--- config.mk ---
export PLATFORM = sky130hd
export DESIGN_NAME = memory_stage
export DESIGN_NICKNAME = d
export VERILOG_FILES = /design/src/rtl/cpu_pkg.sv /design/src/rtl/memory_stage.sv
export SDC_FILE = /design/constraint.sdc
export NUM_CORES = 1
export LEC_CHECK = 0
export ABC_AREA = 1
export CORE_AREA = 2 2 185 187
export DETAILED_ROUTE_END_ITERATION = 16
export DIE_AREA = 0 0 187 189
export GPL_TIMING_DRIVEN = 0
export PLACE_DENSITY = 0.67
export REMOVE_ABC_BUFFERS = 1
export SLEW_MARGIN = 20
export SYNTH_ARGS = -nofsm -noshare
export SYNTH_HDL_FRONTEND = slang
export SYNTH_SLANG_ARGS = --single-unit
export TNS_END_PERCENT = 10
--- constraint.sdc ---
create_clock -name clk -period 2.6 [get_ports clk]
set_input_delay 0.39 -clock clk [delete_from_list [all_inputs] [get_ports clk]]
set_output_delay 0.39 -clock clk [all_outputs]
set_load 0.005 [all_outputs]
--- src/rtl/cpu_pkg.sv ---
// ---------------------------------------------------------------------------
// cpu_pkg
// Shared definitions for the memory stage:
//   - writeback buffer layout (bit positions and total width)
//   - memory stage state encoding
//   - pack_wb(): assembles a writeback buffer word from its fields
// ---------------------------------------------------------------------------
package cpu_pkg;

   // Writeback buffer layout, MSB first:
   // RegWrite | MemToReg | result[63:0] | loaded data[63:0] | rd[4:0]
   localparam int WB_BUF_W = 135;
   localparam int RW_BIT   = 134;
   localparam int M2R_BIT  = 133;
   localparam int RES_HI   = 132;
   localparam int RES_LO   = 69;
   localparam int LD_HI    = 68;
   localparam int LD_LO    = 5;
   localparam int RD_HI    = 4;
   localparam int RD_LO    = 0;

   typedef enum logic {
      S_IDLE     = 1'b0,
      S_WAIT_MEM = 1'b1
   } mem_state_e;

   function automatic logic [WB_BUF_W-1:0] pack_wb(
      input logic        rw,
      input logic        m2r,
      input logic [63:0] res,
      input logic [63:0] ld,
      input logic [4:0]  rd
   );
      logic [WB_BUF_W-1:0] w;
      w                 = '0;
      w[RW_BIT]         = rw;
      w[M2R_BIT]        = m2r;
      w[RES_HI:RES_LO]  = res;
      w[LD_HI:LD_LO]    = ld;
      w[RD_HI:RD_LO]    = rd;
      return w;
   endfunction

endpackage

--- src/rtl/memory_stage.sv ---
// ---------------------------------------------------------------------------
// memory_stage
// Pipeline memory stage: passes ALU results to the writeback buffer and runs
// load/store accesses against a ready-strobed data memory, stalling the
// upstream pipeline while an access is outstanding.
//
// Optional feature: define MEM_TIMEOUT_EN to abort accesses that wait more
// than TIMEOUT cycles (adds the mem_err port and an 8-bit wait counter).
//
// Ports
//   clk, rst_n          clock, asynchronous active-low reset
//   ex_valid            execute-stage operation valid
//   ex_result           ALU result, also the memory address
//   ex_store_data       store write data
//   ex_rd               destination register
//   ex_mem_read/write   load / store (both set = store)
//   ex_mem_to_reg       writeback selects loaded data
//   ex_reg_write        writeback commits to the register file
//   stall               upstream hold request
//   dmem_req/we/addr/wdata  data memory request
//   dmem_ready, dmem_rdata  data memory completion and read data
//   outBuf              writeback buffer (layout in cpu_pkg)
//   mem_err             one-cycle timeout abort pulse (MEM_TIMEOUT_EN only)
// ---------------------------------------------------------------------------
module memory_stage
   import cpu_pkg::*;
#(
   parameter int unsigned TIMEOUT = 16
) (
   input  logic                clk,
   input  logic                rst_n,
   input  logic                ex_valid,
   input  logic [63:0]         ex_result,
   input  logic [63:0]         ex_store_data,
   input  logic [4:0]          ex_rd,
   input  logic                ex_mem_read,
   input  logic                ex_mem_write,
   input  logic                ex_mem_to_reg,
   input  logic                ex_reg_write,
   output logic                stall,
   output logic                dmem_req,
   output logic                dmem_we,
   output logic [63:0]         dmem_addr,
   output logic [63:0]         dmem_wdata,
   input  logic                dmem_ready,
   input  logic [63:0]         dmem_rdata,
   output logic [WB_BUF_W-1:0] outBuf
`ifdef MEM_TIMEOUT_EN
   ,
   output logic                mem_err
`endif
);

   // TIMEOUT must fit the 8-bit wait counter and be non-zero.
   if (TIMEOUT < 1 || TIMEOUT > 255) begin : g_bad_timeout
      $error("memory_stage: TIMEOUT out of range 1..255");
   end

   mem_state_e          state_q, state_d;
   logic                req_q,   req_d;
   logic                we_q,    we_d;
   logic [63:0]         addr_q,  addr_d;
   logic [63:0]         wdata_q, wdata_d;
   logic [WB_BUF_W-1:0] buf_q,   buf_d;

`ifdef MEM_TIMEOUT_EN
   localparam logic [7:0] TO_CNT = 8'(TIMEOUT);
   logic [7:0] cnt_q, cnt_d;
   logic       err_q, err_d;
`endif

   logic is_mem;
   logic is_wr;
   logic issue;

   assign is_mem = ex_mem_read | ex_mem_write;
   assign is_wr  = ex_mem_write;   // read+write together is treated as a store

   // Reset is folded in so the combinational request path is also quiet while
   // rst_n is low, regardless of what the execute stage presents.
   assign issue  = rst_n && (state_q == S_IDLE) && ex_valid && is_mem;

   // ------------------------------------------------------------------------
   // Next-state / output logic
   // ------------------------------------------------------------------------
   always_comb begin
      state_d    = state_q;
      req_d      = req_q;
      we_d       = we_q;
      addr_d     = addr_q;
      wdata_d    = wdata_q;
      // Default is a bubble: keep the payload, never re-commit RegWrite.
      buf_d          = buf_q;
      buf_d[RW_BIT]  = 1'b0;
      stall      = 1'b0;
      dmem_req   = req_q;
      dmem_we    = we_q;
      dmem_addr  = addr_q;
      dmem_wdata = wdata_q;
`ifdef MEM_TIMEOUT_EN
      cnt_d      = cnt_q;
      err_d      = 1'b0;
`endif

      unique case (state_q)
         S_IDLE: begin
            if (issue) begin
               dmem_req   = 1'b1;
               dmem_we    = is_wr;
               dmem_addr  = ex_result;
               dmem_wdata = ex_store_data;
               if (dmem_ready) begin
                  // Memory answered in the request cycle: no wait state.
                  buf_d = pack_wb(ex_reg_write, ex_mem_to_reg, ex_result,
                                  is_wr ? 64'd0 : dmem_rdata, ex_rd);
               end else begin
                  stall   = 1'b1;
                  state_d = S_WAIT_MEM;
                  req_d   = 1'b1;
                  we_d    = is_wr;
                  addr_d  = ex_result;
                  wdata_d = ex_store_data;
`ifdef MEM_TIMEOUT_EN
                  cnt_d   = 8'd0;
`endif
               end
            end else if (ex_valid && !is_mem) begin
               buf_d = pack_wb(ex_reg_write, ex_mem_to_reg, ex_result,
                               64'd0, ex_rd);
            end
         end

         S_WAIT_MEM: begin
            // Execute inputs are held by the stall, so rd/result/flags are
            // taken straight from them on completion.
            stall = 1'b1;
            if (dmem_ready) begin
               stall   = 1'b0;
               state_d = S_IDLE;
               req_d   = 1'b0;
               buf_d   = pack_wb(ex_reg_write, ex_mem_to_reg, ex_result,
                                 we_q ? 64'd0 : dmem_rdata, ex_rd);
            end else begin
`ifdef MEM_TIMEOUT_EN
               cnt_d = cnt_q + 8'd1;
               // Counter reaches TIMEOUT at this edge: abort. The request
               // drops and mem_err pulses in the following cycle.
               if (cnt_q + 8'd1 == TO_CNT) begin
                  state_d = S_IDLE;
                  req_d   = 1'b0;
                  err_d   = 1'b1;
               end
`endif
            end
         end

         default: begin
            state_d = S_IDLE;
            req_d   = 1'b0;
         end
      endcase
   end

   // ------------------------------------------------------------------------
   // State registers
   // ------------------------------------------------------------------------
   always_ff @(posedge clk or negedge rst_n) begin
      if (!rst_n) begin
         state_q <= S_IDLE;
         req_q   <= 1'b0;
         we_q    <= 1'b0;
         addr_q  <= '0;
         wdata_q <= '0;
         buf_q   <= '0;
      end else begin
         state_q <= state_d;
         req_q   <= req_d;
         we_q    <= we_d;
         addr_q  <= addr_d;
         wdata_q <= wdata_d;
         buf_q   <= buf_d;
      end
   end

`ifdef MEM_TIMEOUT_EN
   always_ff @(posedge clk or negedge rst_n) begin
      if (!rst_n) begin
         cnt_q <= 8'd0;
         err_q <= 1'b0;
      end else begin
         cnt_q <= cnt_d;
         err_q <= err_d;
      end
   end

   assign mem_err = err_q;
`endif

   assign outBuf = buf_q;

endmodule

Word-level counts from Yosys, hierarchy flattened
Index checks and enable logic that the tools add are counted.
Storage, ports and cells
  register bits: 266
  input bits: 205
  output and inout port bits: 266
  word-level logic and storage cells: 45
Operators by class
  equal/unequal tests: 5
  muxes and demuxes: 22
  bitwise logic cells: 3
  reduce and logical (&&, ||, !) cells: 8
Operators with widths (count)
  135-bit two-way mux: 4
  64-bit two-way mux: 6
  135-bit one-hot mux with 2 select lines: 1
  1-bit two-way mux: 9
  3-bit AND reduction: 3
  2-bit != test, second input constant: 3
  1-bit logical AND: 4
  1-bit one-hot mux with 2 select lines: 2
  3-bit by 2-bit != test with 1-bit output, second input constant: 1
  3-bit != test, second input constant: 1
  1-bit NOT: 2
  1-bit logical NOT: 1
  1-bit bitwise OR: 1

Logic depth before layout (Yosys ltp)
  depth in word-level cells: 6
  mapped depth: 9
  gate-level depth less buffers: 8

Least setup slack after synthesis
Ideal clock, no wire load.
  path type: input-to-output
  start: input ex_mem_write
  end: output dmem_addr[38]
  data arrival time: 1.206 ns
  required time: 2.210 ns
  slack: 1.004 ns
  stages: 8
  path buffers: 2
  path through: inv_2 -> nand2_1 -> nand2_2 -> inv_2 -> nand2_2 -> buf_4 -> buf_2 -> o21ai_0
Between the ends
  cells in the longest elaborated chain, start to end: 4
Ends and longest elaborated chain
  start, declared: RTL line memory_stage.sv:37  | input logic ex_mem_write,
  1-bit bitwise OR: RTL line memory_stage.sv:76  | assign is_mem = ex_mem_read | ex_mem_write;
  1-bit logical AND: RTL line memory_stage.sv:81  | assign issue = rst_n && (state_q == S_IDLE) && ex_valid && is_mem;
  64-bit two-way mux: RTL line memory_stage.sv:107  | if (issue) begin
  64-bit two-way mux: RTL line memory_stage.sv:105  | unique case (state_q)
  end, declared: RTL line memory_stage.sv:43  | output logic [63:0] dmem_addr,
No other way between the ends.

Worst setup path in the final report
  start: input ex_mem_write
  end: output dmem_addr[54]
Same word-level chain as after synthesis.

==> results.py <==
metrics = {
    "run_status": {
        "status": "finished with violations",
        "failed_checks": "negative setup slack",
    },
    "global_route": {
        "grt_max_degree": 90,
        "overflow": 0,
        "track_usage_pct": 22.77,
        "grt_first_pass_wirelength_mm": 64.05,
        "antenna_found_initial": 0,
        "grt_pass1_vias": 11310,
    },
    "clock_tree": {
        "cts-buffers-inserted": 30,
        "numClockSinks": 266,
        "insertion_delay_ns": 0.55,
        "clockBufferDepth": 3,
        "htree_levels": 1,
        "root_buffer": "clkbuf_16",
        "cts_tree": "done",
        "cts.clk_slew.worst_paths_ns": 0.06,
    },
    "yosys": {
        "synthTopCellsByArea": "dfrtp_1 (57%), nand2_1 (17%), o21ai_0 (6.8%), nand3_1 (5.8%), inv_1 (4.2%)",
        "seq_area_frac_synth_pct": 56.89,
        "synth-edff-count": 0,
        "yosysUniqueCellTypes": 19,
        "async_reset_ff_share_pct": 100.0,
        "synth.top_cell.area_share_pct": 56.89,
        "synthXorXnorAreaFrac_pct": 0,
        "syn_area_per_cell_um2": 8.148,
        "synthAdderAreaFrac_pct": 0,
        "ys_top_cells_by_count": "nand2_1 (534), dfrtp_1 (266), o21ai_0 (160), nand3_1 (135), inv_1 (132)",
        "synth_mux_area_share_pct": 0,
        "synth.largest_area_cell": "dfrtp_1",
        "synth_warnings": 0,
        "synth_most_common_cell": "nand2_1",
        "synth_ff_type": "dfrtp_1",
        "synthCells": 1436,
        "netlist_area_um2": 11700,
        "synth_seq_cells": 266,
        "synth_top_family_by_area": "simple AND/OR/NAND/NOR gates",
        "synth-compound-area-share_pct": 11.22,
        "synth-simple-area-share_pct": 23.32,
    },
    "final_layout": {
        "regArea_um2": 6656,
        "syn2layout_area_growth_pct": 56.54,
        "num_antenna_cells": 0,
        "multiInputGateArea_um2": 4219,
        "fillCellCount": 3028,
        "nets": 2086,
        "layout-drive-gt1-share_pct": 5.468,
    },
    "setup_path": {
        "r2r_slack_ns": 0.23,
        "cpPeakStageDelay_ns": 0.55,
        "cpMaxStageDelayCell": "clkdlybuf4s50_1",
        "crit_arrival_ns": 2.31,
        "start_kind": "input port",
        "path_cells": "clkdlybuf4s50_1 -> inv_2 -> nand2_1 -> nand2_4 -> inv_12 -> nand2_4 -> o21ai_0 -> clkdlybuf4s50_1",
        "crit_buf_inv": 4,
        "cp_max_fo": 26,
        "end_kind": "output pin",
        "worstSetupPathType": "input port to output pin",
        "crit_family": "buffers and inverters",
        "worstPathRequired_ns": 2.21,
    },
    "route": {
        "vias": 11290,
        "wl_per_cell_um": 17.66,
        "drc": 0,
        "drt_iter0_drc": 657,
        "via_per_inst": 4.803,
        "firstDrtPassIters": 7,
        "drt-total-wl_mm": 41.50,
        "postRouteAntennaNets": 0,
    },
    "timing": {
        "timing.hold.ws_ns": 0.3321,
        "hold_viol": 0,
        "fin_skew_ns": 0.009172,
        "finalWorstSetupSlack_ns": -0.1037,
        "period_minus_slack_ns": 2.704,
        "rsz0062_at_grt": "yes",
        "worst_pin_slew_ns": 0.6971,
        "setup_viol": 27,
        "fin_crit_sh_pct": 104.0,
        "slew_headroom_pct": 53.53,
        "max_freq_ghz": 0.3699,
        "slew_violations": 0,
        "finalSetupTns_ns": -1.685,
    },
    "floorplanning": {
        "die_x_um": 187,
        "start_util_pct": 35.16,
        "pin_count": 471,
        "die-area_um2": 35340,
        "core_area_um2": 33280,
        "rows": 67,
        "fp.dieH_um": 189,
    },
    "min_path": {
        "hp-class": "input port to register",
    },
    "power": {
        "ir_worst_vdd_mv": 0.4817,
        "p_leak_nw": 9.368,
        "p_per_area_nw_per_um2": 721.9,
    },
    "placed_design": {
        "numPortBuffers": 470,
        "place.gp.congestion": 0.8265,
        "dpl.hpwl_mm": 26.31,
        "dp_slack_ns": -0.8620,
    },
    "job": {
        "max_cap_violations": 0,
    },
}
[final timing paths]
check	cells after the start	endpoint	start
max in group asynchronous	4	wdata_q[26]$_DFFE_PN0P_	rst_n
worst max register to register	9	outBuf[117]$_DFFE_PN0P_	state_q$_DFF_PN0_
worst min register to register	2	addr_q[38]$_DFFE_PN0P_	addr_q[38]$_DFFE_PN0P_
worst max-delay path	8	dmem_addr[54]	ex_mem_write
min in group asynchronous	3	outBuf[52]$_DFFE_PN0P_	rst_n
worst min-delay path	5	state_q$_DFF_PN0_	rst_n
[final cells by class]
class | instances | area share (%)
clock buffers | 46 | 4.980
clock inverters | 7 | 0.3279
inverters | 135 | 2.876
multi-input cells | 942 | 23.03
flip-flops and latches | 266 | 36.34
well taps | 448 | 3.060
repair buffers | 506 | 29.39
[worst register-to-register path, cell delays in order (launching register included)]
cell,delay (ns)
dfrtp_1,0.44
inv_8,0.22
nand4_1,0.35
buf_6,0.28
buf_6,0.17
buf_6,0.16
nand2_8,0.24
buf_12,0.25
nand2_1,0.11
nand2_1,0.08
[cell usage in the layout (no fill, tap or decap), types with 8 or more instances in the layout]
master,n
buf_16,17
clkdlybuf4s50_1,367
dlymetal6s2s_1,18
o21ai_1,118
dfrtp_1,266
nand3_1,135
nand2_1,533
buf_6,9
inv_1,131
clkbuf_8,8
o21ai_0,135
clkbuf_16,31
dlygate4sd2_1,79
[flip-flops by register name, summed over array words and instances (netlist names)]
signal / cells
state_q: 1
wdata_q: 64
addr_q: 64
we_q: 1
req_q: 1
outBuf: 135
[logic make-up after synthesis]
family | count (synthesis)
AO/OA/AOI/OAI | 261
buffers and inverters | 234
flip-flops | 266
AND/OR/NAND/NOR | 675
[report_power, final]
part,leakage [nW],switching (W),internal [W]
clock network,0.485,0.00169,0.00249
registers,3.36,0.000434,0.00494
logic,5.52,0.00164,0.00204
total,9.37,0.00376,0.00947
[per-stage QoR]
stage	power [W]	area [µm²]	std cells	utilization, %
floorplan	0.006653	11200	1337	-
global placement	0.009111	16470	2255	49.49
detailed placement	0.009198	16940	2277	50.89
CTS	0.01337	18220	2348	54.75
global route	0.01397	18320	2350	55.04
finish	0.01322	18320	2350	55.04
[metal layers]
metal / up-vias / share of wire (%) / wire [µm] / GRT usage, %
met4: 0 / 3.0 / 1250 / 7.173
met2: 484 / 49 / 20210 / 39.89
li1: 5436 / - / - / -
met5: - / 0 / 0 / 0
met1: 5296 / 38 / 15890 / 26.24
met3: 70 / 10 / 4152 / 7.748
[repair_timing]
action / 4_1_cts / 5_1_grt
endpoints found under the hold margin: 43 / 0
pin swaps: 4 / 1
cloned: 12 / 2
resized for setup: 129 / 32
setup endpoints to repair: 130 / 79
hold buffers: 2 / 0
setup buffers: 4 / 0
Note: power is estimated with default switching activity, not from simulation.
